<file path="config.mk">
export PLATFORM = sky130hd
export DESIGN_NAME = padctl_gpio_cond_flat
export DESIGN_NICKNAME = d
export VERILOG_FILES = /design/src/rtl/padctl_gpio_cond_if.sv /design/src/rtl/padctl_gpio_cond.sv /design/src/flat_wrapper.sv
export SDC_FILE = /design/constraint.sdc
export NUM_CORES = 1
export LEC_CHECK = 0
export CORE_UTILIZATION = 47
export CTS_CLUSTER_SIZE = 24
export DETAILED_ROUTE_END_ITERATION = 7
export GPL_TIMING_DRIVEN = 0
export PLACE_DENSITY = 0.77
export SLEW_MARGIN = 10
export SYNTH_ARGS = -nofsm -noshare
export SYNTH_HDL_FRONTEND = slang
export SYNTH_SLANG_ARGS = --single-unit
</file>
<file path="constraint.sdc">
create_clock -name clk_i -period 1.9 [get_ports clk_i]
set_clock_uncertainty 0.1 [all_clocks]
set_input_delay 0.38 -clock clk_i [delete_from_list [all_inputs] [get_ports clk_i]]
set_output_delay 0.38 -clock clk_i [all_outputs]
set_load 0.01 [all_outputs]
</file>
<file path="src/rtl/padctl_gpio_cond_if.sv">
// Pad-conditioning bus: the core-side and pad-side vectors of padctl_gpio_cond.
// The master drives the raw pads and core controls; the slave is the
// conditioning block itself.
interface padctl_gpio_cond_if #(
  parameter int NumPads = 32
);
  logic [NumPads-1:0] pad_in_i;
  logic [NumPads-1:0] filter_en_i;
  logic [NumPads-1:0] od_en_i;
  logic [NumPads-1:0] d2p_i;
  logic [NumPads-1:0] d2p_en_i;
  logic [NumPads-1:0] p2d_o;
  logic [NumPads-1:0] rise_o;
  logic [NumPads-1:0] fall_o;
  logic [NumPads-1:0] pad_out_o;
  logic [NumPads-1:0] pad_oe_o;

  modport master (
    output pad_in_i, filter_en_i, od_en_i, d2p_i, d2p_en_i,
    input  p2d_o, rise_o, fall_o, pad_out_o, pad_oe_o
  );

  modport slave (
    input  pad_in_i, filter_en_i, od_en_i, d2p_i, d2p_en_i,
    output p2d_o, rise_o, fall_o, pad_out_o, pad_oe_o
  );
endinterface

</file>
<file path="src/rtl/padctl_gpio_cond.sv">
// Per-channel GPIO pad conditioning: input synchroniser, optional
// counter-based glitch filter, rise/fall pulses, and a registered
// push-pull / open-drain output stage. All channels are independent.
module padctl_gpio_cond #(
  parameter int   NumPads      = 32,
  parameter int   SyncStages   = 2,
  parameter int   FilterCycles = 4,
  parameter logic ResetVal     = 1'b0
) (
  input logic            clk_i,
  input logic            rst_ni,
  padctl_gpio_cond_if.slave bus
);

  if (NumPads < 1) begin : g_bad_num_pads
    $fatal(1, "padctl_gpio_cond: NumPads must be >= 1");
  end
  if (SyncStages < 2) begin : g_bad_sync_stages
    $fatal(1, "padctl_gpio_cond: SyncStages must be >= 2");
  end
  if (FilterCycles < 1) begin : g_bad_filter_cycles
    $fatal(1, "padctl_gpio_cond: FilterCycles must be >= 1");
  end

  localparam int CntW = $clog2(FilterCycles + 1);
  localparam logic [CntW-1:0] CntMax = CntW'(FilterCycles - 1);
  localparam logic [NumPads-1:0] ResetVec = {NumPads{ResetVal}};

  logic [NumPads-1:0] sync_r [SyncStages];
  logic [NumPads-1:0] sync_q;
  logic [CntW-1:0]    cnt_q  [NumPads];
  logic [NumPads-1:0] p2d_q;
  logic [NumPads-1:0] hist_q;
  logic [NumPads-1:0] pad_out_q;
  logic [NumPads-1:0] pad_oe_q;

  assign sync_q = sync_r[SyncStages-1];

  // Metastability synchroniser chain for the asynchronous pad levels.
  always_ff @(posedge clk_i or negedge rst_ni) begin
    if (!rst_ni) begin
      for (int unsigned i = 0; i < SyncStages; i++) begin
        sync_r[i] <= ResetVec;
      end
    end else begin
      sync_r[0] <= bus.pad_in_i;
      for (int unsigned i = 1; i < SyncStages; i++) begin
        sync_r[i] <= sync_r[i-1];
      end
    end
  end

  // Glitch filter and accepted-level register; with filtering off or
  // FilterCycles=1 (CntMax=0) a differing sync_q is accepted immediately.
  always_ff @(posedge clk_i or negedge rst_ni) begin
    if (!rst_ni) begin
      for (int unsigned ch = 0; ch < NumPads; ch++) begin
        cnt_q[ch] <= '0;
      end
      p2d_q  <= ResetVec;
      hist_q <= ResetVec;
    end else begin
      hist_q <= p2d_q;
      for (int unsigned ch = 0; ch < NumPads; ch++) begin
        if (sync_q[ch] == p2d_q[ch]) begin
          cnt_q[ch] <= '0;
        end else if (!bus.filter_en_i[ch] || (cnt_q[ch] == CntMax)) begin
          p2d_q[ch] <= sync_q[ch];
          cnt_q[ch] <= '0;
        end else begin
          cnt_q[ch] <= cnt_q[ch] + CntW'(1);
        end
      end
    end
  end

  // Output stage: open-drain only ever drives low and releases for a 1.
  always_ff @(posedge clk_i or negedge rst_ni) begin
    if (!rst_ni) begin
      pad_out_q <= '0;
      pad_oe_q  <= '0;
    end else begin
      pad_out_q <= bus.d2p_i & ~bus.od_en_i;
      pad_oe_q  <= bus.d2p_en_i & ~(bus.od_en_i & bus.d2p_i);
    end
  end

  assign bus.p2d_o     = p2d_q;
  assign bus.rise_o    = p2d_q & ~hist_q;
  assign bus.fall_o    = ~p2d_q & hist_q;
  assign bus.pad_out_o = pad_out_q;
  assign bus.pad_oe_o  = pad_oe_q;

endmodule

</file>
<file path="src/flat_wrapper.sv">
// flat-port wrapper written by rule: the top's interface ports become plain ports
module padctl_gpio_cond_flat 
#(
  parameter int   NumPads      = 32,
  parameter int   SyncStages   = 2,
  parameter int   FilterCycles = 4,
  parameter logic ResetVal     = 1'b0
)
  (clk_i, rst_ni, bus_pad_in_i, bus_filter_en_i, bus_od_en_i, bus_d2p_i, bus_d2p_en_i, bus_p2d_o, bus_rise_o, bus_fall_o, bus_pad_out_o, bus_pad_oe_o);
  padctl_gpio_cond_if #(.NumPads(NumPads)) bus_i ();
  input logic clk_i;
  input logic rst_ni;
  input wire logic [$bits(bus_i.pad_in_i)-1:0] bus_pad_in_i;
  input wire logic [$bits(bus_i.filter_en_i)-1:0] bus_filter_en_i;
  input wire logic [$bits(bus_i.od_en_i)-1:0] bus_od_en_i;
  input wire logic [$bits(bus_i.d2p_i)-1:0] bus_d2p_i;
  input wire logic [$bits(bus_i.d2p_en_i)-1:0] bus_d2p_en_i;
  output wire logic [$bits(bus_i.p2d_o)-1:0] bus_p2d_o;
  output wire logic [$bits(bus_i.rise_o)-1:0] bus_rise_o;
  output wire logic [$bits(bus_i.fall_o)-1:0] bus_fall_o;
  output wire logic [$bits(bus_i.pad_out_o)-1:0] bus_pad_out_o;
  output wire logic [$bits(bus_i.pad_oe_o)-1:0] bus_pad_oe_o;
  assign bus_i.pad_in_i = bus_pad_in_i;
  assign bus_i.filter_en_i = bus_filter_en_i;
  assign bus_i.od_en_i = bus_od_en_i;
  assign bus_i.d2p_i = bus_d2p_i;
  assign bus_i.d2p_en_i = bus_d2p_en_i;
  assign bus_p2d_o = bus_i.p2d_o;
  assign bus_rise_o = bus_i.rise_o;
  assign bus_fall_o = bus_i.fall_o;
  assign bus_pad_out_o = bus_i.pad_out_o;
  assign bus_pad_oe_o = bus_i.pad_oe_o;
  padctl_gpio_cond #(.NumPads(NumPads), .SyncStages(SyncStages), .FilterCycles(FilterCycles), .ResetVal(ResetVal)) u_core (.clk_i(clk_i), .rst_ni(rst_ni), .bus(bus_i));
endmodule
</file>
==> metrics.md <==
| Metric | Value |
|---|---|
| Outcome | `completed` |
| Cell area power density | `945 nW/um^2` |
| Post-layout min period | `1.86 ns` |
| Final setup vio count | `0` |
| Worst-Skew Late Latency | `0.54 ns` |
| RSZ-0062 raised after global routing | `yes` |
| FF+latch count, synth | `288` |
| Placer Congestion | `0.760` |
| Drt pass-1 iters | `4` |
| R2R Setup Slk | `0.47 ns` |
| Worst R2R Path Depth | `4` |
| Detailed placement HPWL | `14400 microns` |
| Chip Width | `154 microns` |
| Crit path DAT | `1.38 ns` |
| Vias in the first global route | `6810` |
| Final hold viol count | `0` |
| Yosys cell types | `11` |
| Tot GR Track Use | `0.179` |
| Synth Area in Adders | `0.0741` |
| CP Capture Type | `primary output` |
| CP max FO | `3` |
| Post-Syn Instances | `704` |
| Slew Limit Fails | `0` |
| Initial antenna violation count | `1` |
| Post-synthesis mux area share | `0.0333` |
| Mapped Avg Cell Area | `15.4 sq um` |
| Maximum clock insertion buffer count | `3` |
| CTS tree | `built` |
| Die height | `154 microns` |
| Period utilization | `0.981` |
| Initial DRC Count | `175` |
| Worst Tran Pin Value | `0.618 ns` |
| Critical path type | `reg -> out` |
| Sequential fraction of the synthesis area | `0.667` |
| Hold/Removal Path Class | `in -> reg` |
| Nature of the critical path startpoint | `flop` |
| Routed length per instance | `14.2 microns` |
| # Max-Cap Violations | `0` |
| Largest net degree at the start of global routing | `115` |
| Vias per Instance | `4.60` |
| Worst-path clk slew | `0.06 ns` |
| Share of cells above drive strength 1 | `0.212` |
| R2R Path End | `u_core.bus.p2d_o[15]` |
| # clock sinks | `288` |
| CTS Root Cell | `clkbuf_16` |
| First-pass GRT wire length | `33600 microns` |
| Fin nets | `1337` |
| Hold WS | `0.170 ns` |
| Syn nets | `930` |
| Yosys warns | `0` |
| Relative slew margins | `0.588` |
| Finished Cell Area | `15600 sq um` |
| CP peak stage delay | `0.43 ns` |
| CP max stage cell | `dfrtp_2` |
| Crit path cell chain | `buf_6 > and2b_1 > buf_2` |
| VDD IR max | `0.630 mV` |
| Hold Path Origin | `bus_pad_in_i[25]` |
| Netlist Area Pre-Place | `10800 sq um` |
| CTS buffer count | `30` |
| DRT Wirelength | `20100 microns` |
| Largest family of logic cells by synthesized area | `simple AND/OR/NAND/NOR gates` |
| Io pins | `322` |
| Vias | `6519` |
| Total congestion overflow | `0` |
| Area growth syn-to-layout | `44.6%` |
| Complex-gate fraction of the synthesized area | `0.0222` |
| Fmax achieved | `0.536 GHz` |
| Simple-Gate Fraction of Synth Area | `0.167` |
| Critical path launch point | `u_core.bus.p2d_o[5]` |
| Endpoint of the worst hold path | `u_core.sync_r[57]` |
| Core Area | `22600 sq um` |
| DRC Markers | `0` |
| Die area | `23600 sq um` |
| Port bufs | `321` |
| Data required, critical path | `1.42 ns` |
| Initial Util | `0.479` |
| Rows | `55` |
| LEAKAGE | `7.41 nW` |
| Hold path cells | `1` |
| CP top delay family | `flip-flops` |
| H-tree depth | `1` |
| CP bufs+invs | `2` |
| Routed Antenna Nets | `0` |
| RR Startpoint | `u_core.cnt_q[48]` |
| Instance area at placement | `14400 sq um` |
| Synth Area in XOR/XNOR | `0.0259` |
## cell families after synthesis
family                   Yosys count
multiplexers                      32
AO/OA/AOI/OAI                     32
AND/OR/NAND/NOR                  224
buffers and inverters             32
adder cells (fa/ha/maj)           64
XOR/XNOR                          32
flip-flops                       288
## flip-flops by register name, summed over array words and instances, names as in the netlist
register	flops
u_core.bus.p2d_o	32
u_core.hist_q	32
u_core.sync_q	32
u_core.bus.pad_oe_o	32
u_core.cnt_q	96
u_core.sync_r	32
u_core.bus.pad_out_o	32
## repair_timing
action	in CTS	in global routing
pin swaps	0	0
endpoints found under the setup margin	150	54
hold buffers	1	0
resized for setup	224	53
buffers inserted	44	8
hold endpoints to repair	80	0
## layer usage
metal / global-route usage / vias to the layer above / wire length (microns)
met5: 0 / - / 0
met4: 0.0500 / 0 / 509
met3: 0.0507 / 35 / 1410
met2: 0.324 / 199 / 10700
met1: 0.205 / 3109 / 7510
li1: - / 3176 / -
## worst max path at each step
stage / slack [ns] / depth (start not counted) / to
after CTS: 0.0003 / 1 / bus_pad_out_o[27]
after detailed placement: 0.17 / 2 / bus_fall_o[30]
after global placement: -11.69 / 1 / u_core.bus.pad_oe_o[9]
after floorplan: 0.54 / 4 / u_core.bus.p2d_o[0]
after global routing: -0.02 / 3 / bus_fall_o[5]
final: 0.04 / 3 / bus_fall_o[5]
## report_power, final
part           internal [mW]  total [mW]  switching (mW)
clock                   3.67        5.96            2.29
sequential              6.57        6.78           0.217
combinational           1.16        2.02           0.863
## synth_stat cells
library cell / number / area [sq um]
and2b_1: 32 / 240
xnor2_1: 32 / 280
a21boi_0: 32 / 240
nor3b_2: 32 / 400
ha_1: 64 / 801
dfrtp_1: 288 / 7210
nor3_1: 64 / 320
nor2b_1: 64 / 400
inv_1: 32 / 120
mux2_2: 32 / 360
nand2b_4: 32 / 440
## through the flow
step | util | total power, mW | setup TNS [ns] | instances | worst slack (ns)
2_1_floorplan | - | 7.70 | 0 | 704 | 0.544
3_3_place_gp | 0.637 | 8.92 | -3356.38 | 1310 | -11.69
3_5_place_dp | 0.640 | 8.98 | 0 | 1312 | 0.174
4_1_cts | 0.692 | 15.0 | 0 | 1408 | 0.000264
5_1_grt | 0.692 | 15.4 | -0.0344 | 1415 | -0.0190
6_report | 0.692 | 14.8 | 0 | 1416 | 0.0358
## worst register-to-register path, cell delays in order (launching register included)
cell	delay, ns
dfrtp_1	0.39
ha_1	0.21
ha_1	0.19
nand2b_4	0.16
mux2_2	0.27
## cell type report
cell class / count / area, sq um
fill: 1654 / 6940
inverter: 32 / 120
sequential: 288 / 7220
antenna: 1 / 2.50
tap: 285 / 357
timing repair buffer: 375 / 3420
multi-input combinational: 384 / 3490
clock inverter: 14 / 213
clock buffer: 37 / 807
## layout by cell type, fill, tap and decap left out, drive strengths merged, types with 5 or more instances in the layout
master         Yosys  routed
nor2b             64      64
clkdlybuf4s15      0      24
nor3b             32      32
and2b             32      32
nand2b            32      32
nor3              64      64
buf                0      74
bufinv             0       5
clkinv             0       7
mux2              32      32
dfrtp            288     288
inv               32      33
ha                64      64
clkdlybuf4s50      0     161
dlygate4sd2        0      96
clkbuf             0      47
xnor2             32      32
a21boi            32      32
dlymetal6s2s       0       9
No activity file was read; power rests on OpenSTA's default activity.
